--- config.mk ---
export PLATFORM = sky130hd
export DESIGN_NAME = uart_tx_fifo
export DESIGN_NICKNAME = d
export VERILOG_FILES = /design/src/rtl/uart_pkg.sv /design/src/rtl/uart_tx_fifo_buf.sv /design/src/rtl/uart_tx_fifo.sv
export SDC_FILE = /design/constraint.sdc
export NUM_CORES = 1
export LEC_CHECK = 0
export CAP_MARGIN = 20
export CORE_ASPECT_RATIO = 1.2
export CORE_UTILIZATION = 64
export CTS_BUF_LIST = sky130_fd_sc_hd__clkbuf_8 sky130_fd_sc_hd__clkbuf_16
export CTS_CLUSTER_DIAMETER = 200
export DETAILED_ROUTE_END_ITERATION = 7
export GPL_TIMING_DRIVEN = 0
export PLACE_DENSITY = 0.9
export SLEW_MARGIN = 20
export SYNTH_ARGS = -nofsm -noshare
export SYNTH_HDL_FRONTEND = slang
export SYNTH_SLANG_ARGS = --single-unit
--- constraint.sdc ---
create_clock -name clk_i -period 9.65 [get_ports clk_i]
set_input_delay 1.93 -clock clk_i [delete_from_list [all_inputs] [get_ports clk_i]]
set_output_delay 1.93 -clock clk_i [all_outputs]
set_load 0.05 [all_outputs]
--- src/rtl/uart_pkg.sv ---
// Shared types and constants for the UART transmit path: frame geometry and the
// serializer state encoding.
package uart_pkg;

  typedef enum logic [1:0] {
    IDLE,
    START,
    DATA,
    STOP
  } uart_tx_state_e;

  localparam int UART_DATA_BITS = 8;
  localparam int UART_STOP_BITS = 1;
  localparam int CLKS_PER_BIT   = 87;

endpackage

--- src/rtl/uart_tx_fifo_buf.sv ---
// Synchronous byte FIFO. The pointers carry one extra wrap bit, so full and empty
// are told apart without a separate counter.
module uart_tx_fifo_buf
  import uart_pkg::*;
#(
  parameter int FifoDepth = 4
) (
  input  logic                          clk_i,
  input  logic                          rst_ni,
  input  logic                          push,
  input  logic [UART_DATA_BITS-1:0]     wdata,
  input  logic                          pop,
  output logic [UART_DATA_BITS-1:0]     rdata,
  output logic                          full,
  output logic                          empty,
  output logic [$clog2(FifoDepth):0]    level
);

  localparam int AW = $clog2(FifoDepth);
  localparam int LW = AW + 1;

  logic [UART_DATA_BITS-1:0] mem [FifoDepth];
  logic [AW:0]               wr_ptr;
  logic [AW:0]               rd_ptr;
  logic                      push_ok;
  logic                      pop_ok;

  assign level   = wr_ptr - rd_ptr;
  assign full    = (level == LW'(FifoDepth));
  assign empty   = (level == '0);
  assign push_ok = push && !full;
  assign pop_ok  = pop && !empty;
  assign rdata   = mem[rd_ptr[AW-1:0]];

  always_ff @(posedge clk_i) begin
    if (!rst_ni) begin
      wr_ptr <= '0;
      rd_ptr <= '0;
    end else begin
      if (push_ok) wr_ptr <= wr_ptr + LW'(1);
      if (pop_ok)  rd_ptr <= rd_ptr + LW'(1);
    end
  end

  // Storage is not reset: an entry is only read after it has been written.
  always_ff @(posedge clk_i) begin
    if (push_ok) mem[wr_ptr[AW-1:0]] <= wdata;
  end

endmodule

--- src/rtl/uart_tx_fifo.sv ---
// 8N1 UART transmitter fed from a small byte FIFO. Frames are sent back to back
// while the FIFO holds data; tx_o comes straight from a flop.
module uart_tx_fifo
  import uart_pkg::*;
#(
  parameter int FifoDepth = 4,
  parameter int CpbW      = 16
) (
  input  logic                       clk_i,
  input  logic                       rst_ni,
  input  logic [CpbW-1:0]            clks_per_bit_i,
  input  logic                       tx_valid_i,
  input  logic [7:0]                 tx_byte_i,
  output logic                       tx_ready_o,
  output logic                       tx_o,
  output logic                       tx_busy_o,
  output logic                       tx_done_o,
  output logic [$clog2(FifoDepth):0] fifo_level_o
);

  uart_tx_state_e state;
  logic [7:0]      shift_q;
  logic [7:0]      rdata;
  logic [CpbW-1:0] cpb_q;
  logic [CpbW-1:0] cpb_next;
  logic [CpbW-1:0] baud_q;
  logic [2:0]      bit_q;
  logic            tx_q;
  logic            done_q;
  logic            full;
  logic            empty;
  logic            last;
  logic            load;
  logic            done_next;

  uart_tx_fifo_buf #(
    .FifoDepth(FifoDepth)
  ) u_buf (
    .clk_i (clk_i),
    .rst_ni(rst_ni),
    .push  (tx_valid_i),
    .wdata (tx_byte_i),
    .pop   (load),
    .rdata (rdata),
    .full  (full),
    .empty (empty),
    .level (fifo_level_o)
  );

  assign last     = (baud_q == cpb_q - CpbW'(1));
  assign load     = !empty && ((state == IDLE) || ((state == STOP) && last));
  assign cpb_next = (clks_per_bit_i == '0) ? CpbW'(1) : clks_per_bit_i;

  // done is registered one cycle early so that it is high during the last stop cycle.
  assign done_next = ((state == DATA) && last && (bit_q == 3'(UART_DATA_BITS - 1)) && (cpb_q == CpbW'(1)))
                   || ((state == STOP) && !last && (baud_q + CpbW'(1) == cpb_q - CpbW'(1)));

  assign tx_o       = tx_q;
  assign tx_done_o  = done_q;
  assign tx_ready_o = !full;
  assign tx_busy_o  = (state != IDLE) || !empty;

  always_ff @(posedge clk_i) begin
    if (load) begin
      shift_q <= rdata;
      cpb_q   <= cpb_next;
    end else if ((state == DATA) && last) begin
      shift_q <= shift_q >> 1;
    end
  end

  always_ff @(posedge clk_i) begin
    if (!rst_ni) begin
      state  <= IDLE;
      baud_q <= '0;
      bit_q  <= '0;
      tx_q   <= 1'b1;
      done_q <= 1'b0;
    end else begin
      done_q <= done_next;
      case (state)
        IDLE: begin
          if (!empty) begin
            baud_q <= '0;
            state  <= START;
            tx_q   <= 1'b0;
          end
        end
        START: begin
          if (last) begin
            baud_q <= '0;
            bit_q  <= '0;
            state  <= DATA;
            tx_q   <= shift_q[0];
          end else begin
            baud_q <= baud_q + CpbW'(1);
          end
        end
        DATA: begin
          if (last) begin
            baud_q <= '0;
            if (bit_q == 3'(UART_DATA_BITS - 1)) begin
              state <= STOP;
              tx_q  <= 1'b1;
            end else begin
              bit_q <= bit_q + 3'd1;
              tx_q  <= shift_q[1];
            end
          end else begin
            baud_q <= baud_q + CpbW'(1);
          end
        end
        STOP: begin
          if (last) begin
            baud_q <= '0;
            if (!empty) begin
              state <= START;
              tx_q  <= 1'b0;
            end else begin
              state <= IDLE;
              tx_q  <= 1'b1;
            end
          end else begin
            baud_q <= baud_q + CpbW'(1);
          end
        end
        default: begin
          state <= IDLE;
          tx_q  <= 1'b1;
        end
      endcase
    end
  end

endmodule

==> results.txt <==
Post-CTS timing repair inserted 0 buffers for setup. The height of the chip is 96.9 um. The starting utilization of the core area came out at 66.1%. The number of clock buffers inserted by TritonCTS is 9. For this design the ratio of total power to cell area is 303 mW/mm^2.

The number of distinct library cell variants in the gate-level netlist after synthesis came out at 63. The final number of setup-violating endpoints is 0. The path type of the worst min-delay path is reg -> reg. The fraction of registers with async set or reset after synthesis came out at 0%.

TritonCTS built the clock tree. The number of nets produced by synthesis came out at 489. The tightest hold margin came out at 0.502 ns. For this run, the top clock speed supported by timing is 0.182 GHz.

The number of vias per cell is 6.14. At the later pin of the worst-skew pair, clock insertion delay measures 0.37 ns. Leaving out fill and tap cells, the most frequent cell in the layout is sky130_fd_sc_hd__edfxtp_1. The number of cells on the worst reg-to-reg path is 12. The final instance area came out at 0.00545 sq mm. The cell leakage power is 1.89 nW. The total via count after detailed routing is 3585. The ratio of cells with drive above 1 in the final layout came out at 9.31%. The detailed router finished its first iteration with 207 violations. The area enclosed by the die boundary came out at 0.00786 sq mm. The H-tree generated during clock tree synthesis spans 3 levels. The number of buffer cells added on primary ports is 32. The initialized floorplan defines 34 standard-cell rows.

The type of the worst setup path is reg -> out. No sink is reached through more buffers than the 2 on the longest clock path. After detailed routing, the average wire length per cell comes to 17.9 um.

Of the available clock period, the critical path in the final layout requires 56.9%. The cell area reported after detailed placement is 0.00524 sq mm. The maximum vdd drop came out at 0.305 mV. The total routing resource utilization after global routing came out at 28.9%.

The count of final hold-check violations was 0. The worst-margin pin slew is 0.991 ns. The clock transition at the register clock pins on the worst setup and hold paths after CTS is 0.10 ns. The root cell of the clock tree is sky130_fd_sc_hd__clkbuf_8. The wire length of the first global-routing pass is 17.1 mm. The maximum fanout along the worst path is 6.

From synthesis to final layout, the design area changed by 13.4%. Routability-driven placement finished with a final weighted congestion of 0.916. Before antenna repair, the detailed router went through 6 iterations. In the final design database the tool counted 532 nets. The number of global-route vias before repair came out at 3573.

The startpoint type of the worst setup path is a flip-flop. The post-CTS resize count came out at 0. Counting flops with a built-in enable in the synthesized netlist gives 56. The tool flagged a number of max-cap violations equal to 0. In the layout the commonest cells are sky130_fd_sc_hd__edfxtp_1, sky130_fd_sc_hd__nand2_1, sky130_fd_sc_hd__clkdlybuf4s50_1.

The I/O pin count is 34. Counting I/O delays and the setup requirement, the final critical path takes 5.49 ns. The initial antenna violation count is 0.

In the synthesized netlist the dominant register cell turns out to be sky130_fd_sc_hd__edfxtp_1. For this run, design rule violations remaining after detail routing come to 0. The repair_antennas step left the layout with diodes totalling 0. The HPWL after detailed placement came out at 7.74 mm. Setup repair after global routing left no endpoint under its margin. Summed over all layers, the routed wires come to 10.5 mm. The cell count after synthesis came out at 446. Hold repair after CTS inserted 0 buffers.

The synthesis-stage register bit count came out at 87. The critical path arrival is 3.56 ns. Along the worst hold path, the cell count comes to 1. The maximum number of pins on one net before global-route repair came out at 26. Sequential elements use 47.9% of the synthesized area. The count of nets left with antenna violations once routing finished came out at 0.

The tree built by TritonCTS fans out to 87 sinks. The worst setup path is captured at an output port. The aggregate negative setup slack is 0 ns. The worst slew slack as a fraction of its limit is 33.3%. The clock arrives with 0.0113 ns of skew. The final number of max-transition violations is 0. The number of warnings printed during yosys synthesis is 0.

The area inside the core boundary is 0.00727 sq mm. The worst endpoint required time is 7.72 ns. The post-synthesis average cell area came out at 10.8 sq um. The combined area of all synthesized cells is 0.00481 sq mm. The floorplan step set the die width to 81.1 um. The global-route congestion overflow total is 0. The run finished with clean final reports.
[worst paths after layout]
kind                   start    endpoint  slack (ns)
min reg2reg             tx_o        tx_o        0.50
min                     tx_o        tx_o        0.50
max          u_buf.wr_ptr[0]   tx_busy_o        4.16
max reg2reg         cpb_q[0]  shift_q[3]        5.44
[per-stage QoR]
stage	instances	power, mW	util, %	setup WS (ns)
after detailed placement	568	1.37	72.0	4.66
after global routing	584	1.74	74.9	4.00
after CTS	584	1.65	74.9	4.24
final	584	1.65	74.9	4.16
after floorplan	446	1.17	-	4.87
after global placement	568	1.33	72.0	4.75
[state kept, by name (all words and copies together), names as in the netlist, named ones only]
name,flops
bit_q,3
shift_q,8
state,2
u_buf.rd_ptr,3
u_buf.mem,32
baud_q,16
tx_o,1
u_buf.wr_ptr,3
cpb_q,16
tx_done_o,1
[logic make-up after synthesis]
family / after synthesis / synth area share (%)
simple gates: 157 / 17.7
flops: 87 / 47.9
compound gates: 67 / 10.3
buf+inv: 53 / 4.24
xor+xnor: 41 / 8.07
mux: 25 / 7.52
fa+ha+maj: 16 / 4.32
[cells in the mapped netlist, types with 6 or more instances]
library cell	n	area share, %
sky130_fd_sc_hd__nand2_1	39	3.0
sky130_fd_sc_hd__dfxtp_1	31	13
sky130_fd_sc_hd__and3_1	8	1.0
sky130_fd_sc_hd__nor3_1	7	0.73
sky130_fd_sc_hd__xnor2_1	27	4.9
sky130_fd_sc_hd__mux2_2	6	1.4
sky130_fd_sc_hd__xor2_1	12	2.2
sky130_fd_sc_hd__or3_1	9	1.2
sky130_fd_sc_hd__inv_1	16	1.2
sky130_fd_sc_hd__clkbuf_1	28	2.2
sky130_fd_sc_hd__mux2i_1	8	1.7
sky130_fd_sc_hd__a21oi_1	12	1.2
sky130_fd_sc_hd__nor4_1	6	0.78
sky130_fd_sc_hd__nor2_1	25	2.0
sky130_fd_sc_hd__mux4_2	8	3.7
sky130_fd_sc_hd__nand4_1	7	0.91
sky130_fd_sc_hd__ha_1	15	3.9
sky130_fd_sc_hd__nand3_1	26	2.7
sky130_fd_sc_hd__edfxtp_1	56	35
sky130_fd_sc_hd__o21ai_0	15	1.6
[layer usage]
metal	global-route usage, %	vias to the layer above	routed length (um)
met3	6.60	28	436
met1	34.5	1730	4180
met5	0	-	0
li1	-	1714	-
met4	9.34	0	244
met2	50.3	113	5620
[area by class of cell]
type	count	area, sq um
Clock buffer	9	124
Multi-Input combinational cell	306	2300
Timing Repair Buffer	32	320
Sequential cell	87	2300
Buffer	36	140
Clock inverter	7	86.3
Fill cell	473	1820
Inverter	17	63.8
Tap cell	90	113
[report_power, final]
part	leakage, nW	total, mW	switching [mW]	internal (mW)
combinational	1.00	0.767	0.475	0.293
sequential	0.779	0.610	0.0710	0.539
clock	0.104	0.273	0.148	0.126
[critical path, stage by stage (launching register included)]
cell and delay, ns:
sky130_fd_sc_hd__dfxtp_1 0.42, sky130_fd_sc_hd__inv_1 0.11, sky130_fd_sc_hd__ha_1 0.20, sky130_fd_sc_hd__fa_1 0.38, sky130_fd_sc_hd__xnor2_1 0.15, sky130_fd_sc_hd__xnor2_1 0.22
sky130_fd_sc_hd__nor3_1 0.73, sky130_fd_sc_hd__inv_1 0.21, sky130_fd_sc_hd__clkdlybuf4s50_1 0.75
No activity file was read; power rests on OpenSTA's default activity.
